--- config.mk ---
export PLATFORM = sky130hd
export DESIGN_NAME = pc_sequencer
export DESIGN_NICKNAME = d
export VERILOG_FILES = /design/src/rtl/cpu_pkg.sv /design/src/rtl/pc_redirect_buf.sv /design/src/rtl/pc_sequencer.sv
export SDC_FILE = /design/constraint.sdc
export NUM_CORES = 1
export LEC_CHECK = 0
export BUFFER_PORTS_ARGS = -buffer_cell sky130_fd_sc_hd__buf_2
export CAP_MARGIN = 5
export CELL_PAD_IN_SITES_DETAIL_PLACEMENT = 1
export CELL_PAD_IN_SITES_GLOBAL_PLACEMENT = 2
export CORE_UTILIZATION = 32
export DETAILED_ROUTE_END_ITERATION = 8
export GPL_ROUTABILITY_DRIVEN = 0
export PLACE_DENSITY = 0.88
export SYNTH_ARGS = -nofsm -noshare
export SYNTH_HDL_FRONTEND = slang
export SYNTH_SLANG_ARGS = --single-unit
export TNS_END_PERCENT = 20
--- constraint.sdc ---
create_clock -name clk -period 7 [get_ports clk]
set_input_delay 0.7 -clock clk [delete_from_list [all_inputs] [get_ports clk]]
set_output_delay 0.7 -clock clk [all_outputs]
set_load 0.1 [all_outputs]
--- src/rtl/cpu_pkg.sv ---
// Shared pipeline definitions: fetch FSM encoding, PC width and reset vector.
package cpu_pkg;

    localparam int PC_W = 32;
    localparam logic [PC_W-1:0] RESET_PC_DEFAULT = 32'h0000_0000;

    typedef enum logic [1:0] {
        ST_WARMUP = 2'd0,
        ST_RUN    = 2'd1,
        ST_HALT   = 2'd2
    } fetch_state_t;

    // Instruction addresses are word aligned; drop the byte offset of any target.
    function automatic logic [PC_W-1:0] align_pc(input logic [PC_W-1:0] addr);
        return {addr[PC_W-1:2], 2'b00};
    endfunction

endpackage

--- src/rtl/pc_redirect_buf.sv ---
// Holds one redirect target that arrived while imem was not accepting fetches.
module pc_redirect_buf
    import cpu_pkg::*;
(
    input  logic            clk,
    input  logic            rst,
    input  logic            wr_en,
    input  logic [PC_W-1:0] wr_pc,
    input  logic            clr,
    output logic            pend_vld,
    output logic [PC_W-1:0] pend_pc
);

    logic            vld_reg;
    logic [PC_W-1:0] pc_reg;

    // A newer redirect simply overwrites the older one; clear wins over write.
    always_ff @(posedge clk) begin
        if (rst || clr) begin
            vld_reg <= 1'b0;
        end else if (wr_en) begin
            vld_reg <= 1'b1;
        end
        if (!rst && !clr && wr_en) begin
            pc_reg <= wr_pc;
        end
    end

    assign pend_vld = vld_reg;
    assign pend_pc  = pc_reg;

endmodule

--- src/rtl/pc_sequencer.sv ---
// Fetch-stage PC owner: warm-up/run/halt FSM, next-PC selection and IF/ID, ID/EX flush/hold decode.
module pc_sequencer
    import cpu_pkg::*;
#(
    parameter logic [PC_W-1:0] RESET_PC      = RESET_PC_DEFAULT,
    parameter int              WARMUP_CYCLES = 1,
    parameter logic [PC_W-1:0] PC_STEP       = 32'd4
) (
    input  logic            clk,
    input  logic            rst,
    input  logic            stall_i,
    input  logic            br_taken_i,
    input  logic [PC_W-1:0] br_target_i,
    input  logic            jmp_i,
    input  logic [PC_W-1:0] jmp_target_i,
    input  logic            halt_i,
    input  logic            imem_ready_i,
    output logic [PC_W-1:0] pc_o,
    output logic            fetch_req_o,
    output logic            flush_ifid_o,
    output logic            flush_idex_o,
    output logic            hold_ifid_o,
    output logic [1:0]      state_o
);

    localparam fetch_state_t RESET_STATE = (WARMUP_CYCLES == 0) ? ST_RUN : ST_WARMUP;
    localparam logic [3:0]   WARMUP_INIT = 4'(WARMUP_CYCLES);

    fetch_state_t    state_reg;
    logic [3:0]      cnt_reg;
    logic [PC_W-1:0] pc_reg;
    logic            fetch_req_reg;

    logic            run;
    logic            accept;
    logic            jmp_eff;
    logic            redir_vld;
    logic [PC_W-1:0] redir_pc;
    logic            pend_vld;
    logic [PC_W-1:0] pend_pc;
    logic [PC_W-1:0] pc_next;

    assign run       = (state_reg == ST_RUN);
    assign accept    = run & fetch_req_reg & imem_ready_i;
    // A stalled or branch-squashed jump is dropped here; ID keeps presenting it.
    assign jmp_eff   = jmp_i & ~stall_i & ~br_taken_i;
    assign redir_vld = br_taken_i | jmp_eff;
    assign redir_pc  = br_taken_i ? align_pc(br_target_i) : align_pc(jmp_target_i);

    pc_redirect_buf u_redirect_buf (
        .clk      (clk),
        .rst      (rst),
        .wr_en    (run & ~halt_i & ~accept & redir_vld),
        .wr_pc    (redir_pc),
        .clr      (run & (halt_i | accept)),
        .pend_vld (pend_vld),
        .pend_pc  (pend_pc)
    );

    always_comb begin
        pc_next = pc_reg + PC_STEP;
        if (redir_vld) begin
            pc_next = redir_pc;
        end else if (pend_vld) begin
            pc_next = pend_pc;
        end else if (stall_i) begin
            pc_next = pc_reg;
        end
    end

    always_ff @(posedge clk) begin
        if (rst) begin
            state_reg     <= RESET_STATE;
            cnt_reg       <= WARMUP_INIT;
            pc_reg        <= RESET_PC;
            fetch_req_reg <= 1'b0;
        end else begin
            case (state_reg)
                ST_WARMUP: begin
                    if (cnt_reg <= 4'd1) begin
                        state_reg     <= ST_RUN;
                        fetch_req_reg <= 1'b1;
                    end else begin
                        cnt_reg <= cnt_reg - 4'd1;
                    end
                end
                ST_RUN: begin
                    if (halt_i) begin
                        state_reg     <= ST_HALT;
                        fetch_req_reg <= 1'b0;
                    end else begin
                        fetch_req_reg <= 1'b1;
                        if (accept) begin
                            pc_reg <= pc_next;
                        end
                    end
                end
                ST_HALT: begin
                    fetch_req_reg <= 1'b0;
                end
                default: begin
                    state_reg     <= ST_HALT;
                    fetch_req_reg <= 1'b0;
                end
            endcase
        end
    end

    assign pc_o         = pc_reg;
    assign fetch_req_o  = fetch_req_reg;
    assign state_o      = state_reg;
    assign flush_ifid_o = run & (redir_vld | (accept & pend_vld));
    assign flush_idex_o = run & br_taken_i;
    assign hold_ifid_o  = run & stall_i & ~br_taken_i;

endmodule

* Word level (Yosys, flattened, before mapping) *
Cells that the tools add are included.

cells by class
  add/subtract/negate cells = 2
  $lt $le $gt $ge = 1
  eq/ne operators = 5
  multiplexer cells = 10
  bitwise logic cells = 22
  reductions and logical operators = 9

operators by type and width
  operator                 count
  $mux W32                 4
  $add A32 B3 Y32 const B  1
  $and A1 B1 Y1            13
  $not A1 Y1               6
  $pmux W2 S3              1
  $le A4 B1 Y1 const B     1
  $mux W2                  2
  $ne A2 B2 Y1 const B     2
  $reduce_and A4 Y1        1
  $sub A4 B1 Y4 const B    1
  $ne A3 B1 Y1 const B     1
  $or A1 B1 Y1             3
  $reduce_and A3 Y1        1
  $eq A2 B1 Y1 const B     1
  $eq A2 B2 Y1 const B     1
  $logic_and A1 B1 Y1      2
  $logic_not A1 Y1         2
  $logic_not A2 Y1         1
  $mux W1                  2
  $pmux W1 S2              1
  $reduce_and A2 Y1        1
  $logic_or A1 B1 Y1       1

word-level totals
  register bits after elaboration = 72
  input bits = 71
  logic and storage cells = 55

* Logic depth before layout (Yosys ltp) *
  word-level depth = 8
  gate-level depth with buffers = 8
  depth with buffers taken out = 7

* Cells and area by module *
Synthesis repeated with hierarchy kept, for this count alone.

second synthesis, totals
  cells, all modules = 439
  area, all modules = 4085.2 um2

by module, submodules not included
  module           instances  cells an instance  area an instance (um2)
  pc_sequencer     1          403                3078.0
  pc_redirect_buf  1          36                 1007.2

* Worst setup path after synthesis *
Ideal clock, no wire load.

  path type = input -> register
  start point = input br_taken_i
  end point = register u_redirect_buf.pc_reg[10], in the netlist u_redirect_buf.pend_pc[10] (enable)
  library setup time = 0.492 ns
  arrival time = 4.538 ns
  setup slack = 1.970 ns
  stages = 6
  buffers on the path = 4
  path through = clkbuf_1 > buf_2 > nor2_1 > clkbuf_8 > clkbuf_1 > nor4_1

between the ends
  word-level cells in the longest chain between the ends = 5

ends and longest elaborated chain
  element                RTL line               text
  from (decl)            pc_sequencer.sv:12     input logic br_taken_i,
  $not A1 Y1             pc_sequencer.sv:46     assign jmp_eff = jmp_i & ~stall_i & ~br_taken_i;
  $and A1 B1 Y1          pc_sequencer.sv:46
  $or A1 B1 Y1 *         pc_sequencer.sv:47     assign redir_vld = br_taken_i | jmp_eff;
  $and A1 B1 Y1 *        pc_sequencer.sv:53     .wr_en (run & ~halt_i & ~accept & redir_vld),
  $logic_and A1 B1 Y1 *  pc_redirect_buf.sv:24  if (!rst && !clr && wr_en) begin
  to (signal assigned)   pc_redirect_buf.sv:25  pc_reg <= wr_pc;
  to (decl)              pc_redirect_buf.sv:15  logic [PC_W-1:0] pc_reg;

Mark *: on every way between the ends. The rest lies on a longest branch, timed or not.
A chain may end at the register's enable or synchronous reset.

* Worst setup path in the final report *
  start point = register pc_reg[2], in the netlist pc_o[2]
  end point = register pc_reg[28], in the netlist pc_o[28]

between the ends
  word-level cells in the longest chain between the ends = 4

ends and longest elaborated chain
  element                 RTL line            text
  from (decl)             pc_sequencer.sv:31  logic [PC_W-1:0] pc_reg;
  from (signal assigned)  pc_sequencer.sv:94  pc_reg <= pc_next;
  $add A32 B3 Y32         pc_sequencer.sv:61  pc_next = pc_reg + PC_STEP;
  $mux W32                pc_sequencer.sv:66  end else if (stall_i) begin
  $mux W32                pc_sequencer.sv:64  end else if (pend_vld) begin
  $mux W32                pc_sequencer.sv:62  if (redir_vld) begin

No other way between the ends. The select of a mux whose other input is x is not followed.

==> flow_summary_export.csv <==
group,metric,value,unit
outcome,status,"completed",
timing,tightest_slew,1.23,ns
timing,setup_viol,0,
timing,period_share,39.5,%
global_route,use_met2,35.1,%
timing,rsz0062_at_grt,"no",
placement,io_buffers,102,
route,ant_nets,0,
synthesis,synth_area_leader_cell,"edfxtp_1",
setup_path,crit_required,7.25,ns
setup_path,cpPeakStageDelay,1.01,ns
pwr,power,1250,uW
floorplan,rows,40,
synthesis,seq_area_frac_synth,40.7,%
layout,drive_gt1_share,32.7,%
setup_path,critPathArrivalTime,3.02,ns
run,drv_cap,0,
setup_path,path_common_cell,"nand4_1",
setup_path,endpoint_kind,"flop",
timing,slew_viol_final,0,
layout,seq_area,0.00166,mm^2
global_route,grt_busiest_layer,"met2",
layout,multiInputGateArea,0.00218,mm^2
global_route,grt_pass1_wl,20.3,mm
clock_network,clk_pin_slew,0.06,ns
layout,fill_cells,1515,
floorplan,start_util,33.5,%
timing,clock_skew,0.00622,ns
global_route,gr-usage-met3,2.85,%
synthesis,synth_top_area_share,22.1,%
timing,slew_headroom,17.1,%
timing,holdWs,0.523,ns
global_route,use_met1,24.5,%
synthesis,synth_cells,434,
synthesis,avgSynthCellArea,9.41,um^2
clock_network,clk_latency,0.34,ns
timing,hold_viol_final,0,
setup_path,r2r_setup_slack,4.24,ns
clock_network,postCtsHoldBufs,0,
global_route,grt_max_degree,44,
pwr,irDropWorstVdd,96.7,uV
route,num_vias,3810,
clock_network,cts_tree,"built",
synthesis,yosysWarnings,0,
pwr,p_leak,0.00186,uW
route,firstDrtPassIters,4,
clock_network,cts.sinks,68,
global_route,grt_remaining_overflow,0,
route,drc,0,
layout,syn_to_final_growth,20.9,%
global_route,grt_pass1_vias,3930,
timing,finalCriticalPeriod,2.76,ns
placement,place_hpwl,8.46,mm
synthesis,synth_edf_count,30,
timing,fin_setup_tns,0,ns
layout,antennaDiodeCount,0,
placement,dp_worst_setup_slack,4.03,ns
synthesis,synth-seq-cells,68,
synthesis,synth_cell_types,61,
clock_network,cts_root_buffer,"clkbuf_16",
pwr,powerDensity,252,mW/mm^2
layout,nets,595,
route,wl,12.7,mm
global_route,grt_usage,20.0,%
clock_network,numCtsBuffers,9,
setup_path,cp_slowest_cell,"nor4_1",
floorplan,die_area,0.0132,mm^2
synthesis,synthArstFlopShare,0,%
floorplan,io_pins,109,
setup_path,path_class,"reg2reg",
clock_network,clockBufferDepth,2,
setup_path,worstPathCellList,"ha_1 > nand4_1 > nor4_1 > nand4_1 > nor3b_1 > nor4b_2",
route,initialDrtViolationCount,205,
setup_path,startpoint_type,"flop",
floorplan,die-height,115,um
floorplan,dieWidth,115,um
route,routedWlPerCell,18.4,um
global_route,antenna_found_initial,0,
timing,fmax,362,MHz
synthesis,synthFlopType,"dfxtp_1",
setup_path,cp_max_fo,7,
synthesis,netlist_area,0.00409,mm^2
clock_network,cts_resized,0,
clock_network,htree_levels,3,
timing,setup_slack,4.24,ns
clock_network,post_cts_buffers,0,
route,viasPerCell,5.49,
synthesis,synthTopCellsByArea,"edfxtp_1 22%, dfxtp_1 19%, mux2_2 8.0%, a21oi_1 4.3%, a211oi_1 2.9%",
min_path,min_path_type,"reg2reg",
floorplan,core-area,0.0122,mm^2
-- Yosys cell counts (all sizes together) (7+ instances only) --
master	number
dfxtp	38
a21oi	35
edfxtp	30
nand2	30
mux2	29
clkbuf	25
nor2	25
nand3	21
o21ai	18
a211oi	16
nor3	11
inv	10
buf	9
nand4	9
o211ai	9
xnor2	9
mux2i	8
nor4	8
a21o	7
or3	7
-- cell usage in the layout (no fill, tap or decap), types with 3 or more instances in the layout --
| master | n |
|---|---|
| nand3_1 | 21 |
| nand2_1 | 30 |
| xnor2_1 | 9 |
| nor4_1 | 6 |
| or2_2 | 6 |
| o21a_1 | 3 |
| and4_1 | 3 |
| clkbuf_16 | 9 |
| edfxtp_1 | 30 |
| nor2b_1 | 4 |
| a211oi_1 | 16 |
| a31oi_1 | 5 |
| o21ai_0 | 18 |
| o211ai_1 | 9 |
| buf_4 | 7 |
| dfxtp_1 | 38 |
| a221oi_1 | 3 |
| nor3_1 | 11 |
| nand4_1 | 8 |
| inv_1 | 10 |
| ha_1 | 3 |
| a21oi_1 | 35 |
| nand2b_1 | 6 |
| a31o_2 | 4 |
| mux2i_1 | 8 |
| clkinv_2 | 5 |
| or3_1 | 6 |
| buf_2 | 102 |
| mux2_2 | 29 |
| nor2_1 | 24 |
| nor3b_1 | 3 |
| xor2_1 | 5 |
| a21o_1 | 7 |
| and3_1 | 6 |
-- per-stage QoR --
step | cell area, um^2 | utilization, % | cells
5_1_grt | 4940 | 40.4 | 694
6_report | 4940 | 40.4 | 694
3_5_place_dp | 4650 | 38.1 | 678
4_1_cts | 4940 | 40.4 | 694
3_3_place_gp | 4650 | 38.1 | 678
2_1_floorplan | 4090 | - | 435
-- critical path, delay by kind of cell (launching register included) --
family        cells  cell delay [ns]
fa+ha+maj         1             0.26
simple gates      5             1.98
flops             1             0.43
-- worst paths after layout --
kind	start	end	depth (start not counted)
max	pc_o[2]	pc_o[28]	6
min	cnt_reg[3]	cnt_reg[3]	2
max reg2reg	pc_o[2]	pc_o[28]	6
min reg2reg	cnt_reg[3]	cnt_reg[3]	2
-- cell families (layout without fill, tap and decap cells) --
| kind of cell | Yosys count | after routing | share of synthesized area, % |
|---|---|---|---|
| simple gates | 149 | 149 | 19.8 |
| compound gates | 118 | 118 | 19.1 |
| flops | 68 | 68 | 40.7 |
| buf+inv | 44 | 135 | 6.40 |
| mux | 37 | 37 | 9.95 |
| xor+xnor | 14 | 14 | 3.00 |
| fa+ha+maj | 3 | 3 | 0.919 |
| other cells | 1 | 2 | 0.0918 |
-- where the power goes --
part | internal, uW | switching, uW
Clock | 273 | 174
Sequential | 442 | 25.0
Combinational | 96.8 | 236
-- cell type report --
class | count | share of cell area [%]
Multi-Input combinational cell | 323 | 44.2
Sequential cell | 68 | 33.7
Timing Repair Buffer | 109 | 11.4
Clock buffer | 10 | 4.64
Tap cell | 168 | 4.26
Clock inverter | 6 | 1.12
Inverter | 10 | 0.760
-- metal layers --
layer / wire length (um) / share of wire [%] / vias up
li1: - / - / 1802
met3: 607 / 4.8 / 17
met5: 0 / 0 / -
met4: 224 / 1.8 / 0
met1: 5530 / 43 / 1877
met2: 6380 / 50 / 114
Power figures use the tool's default switching activity.
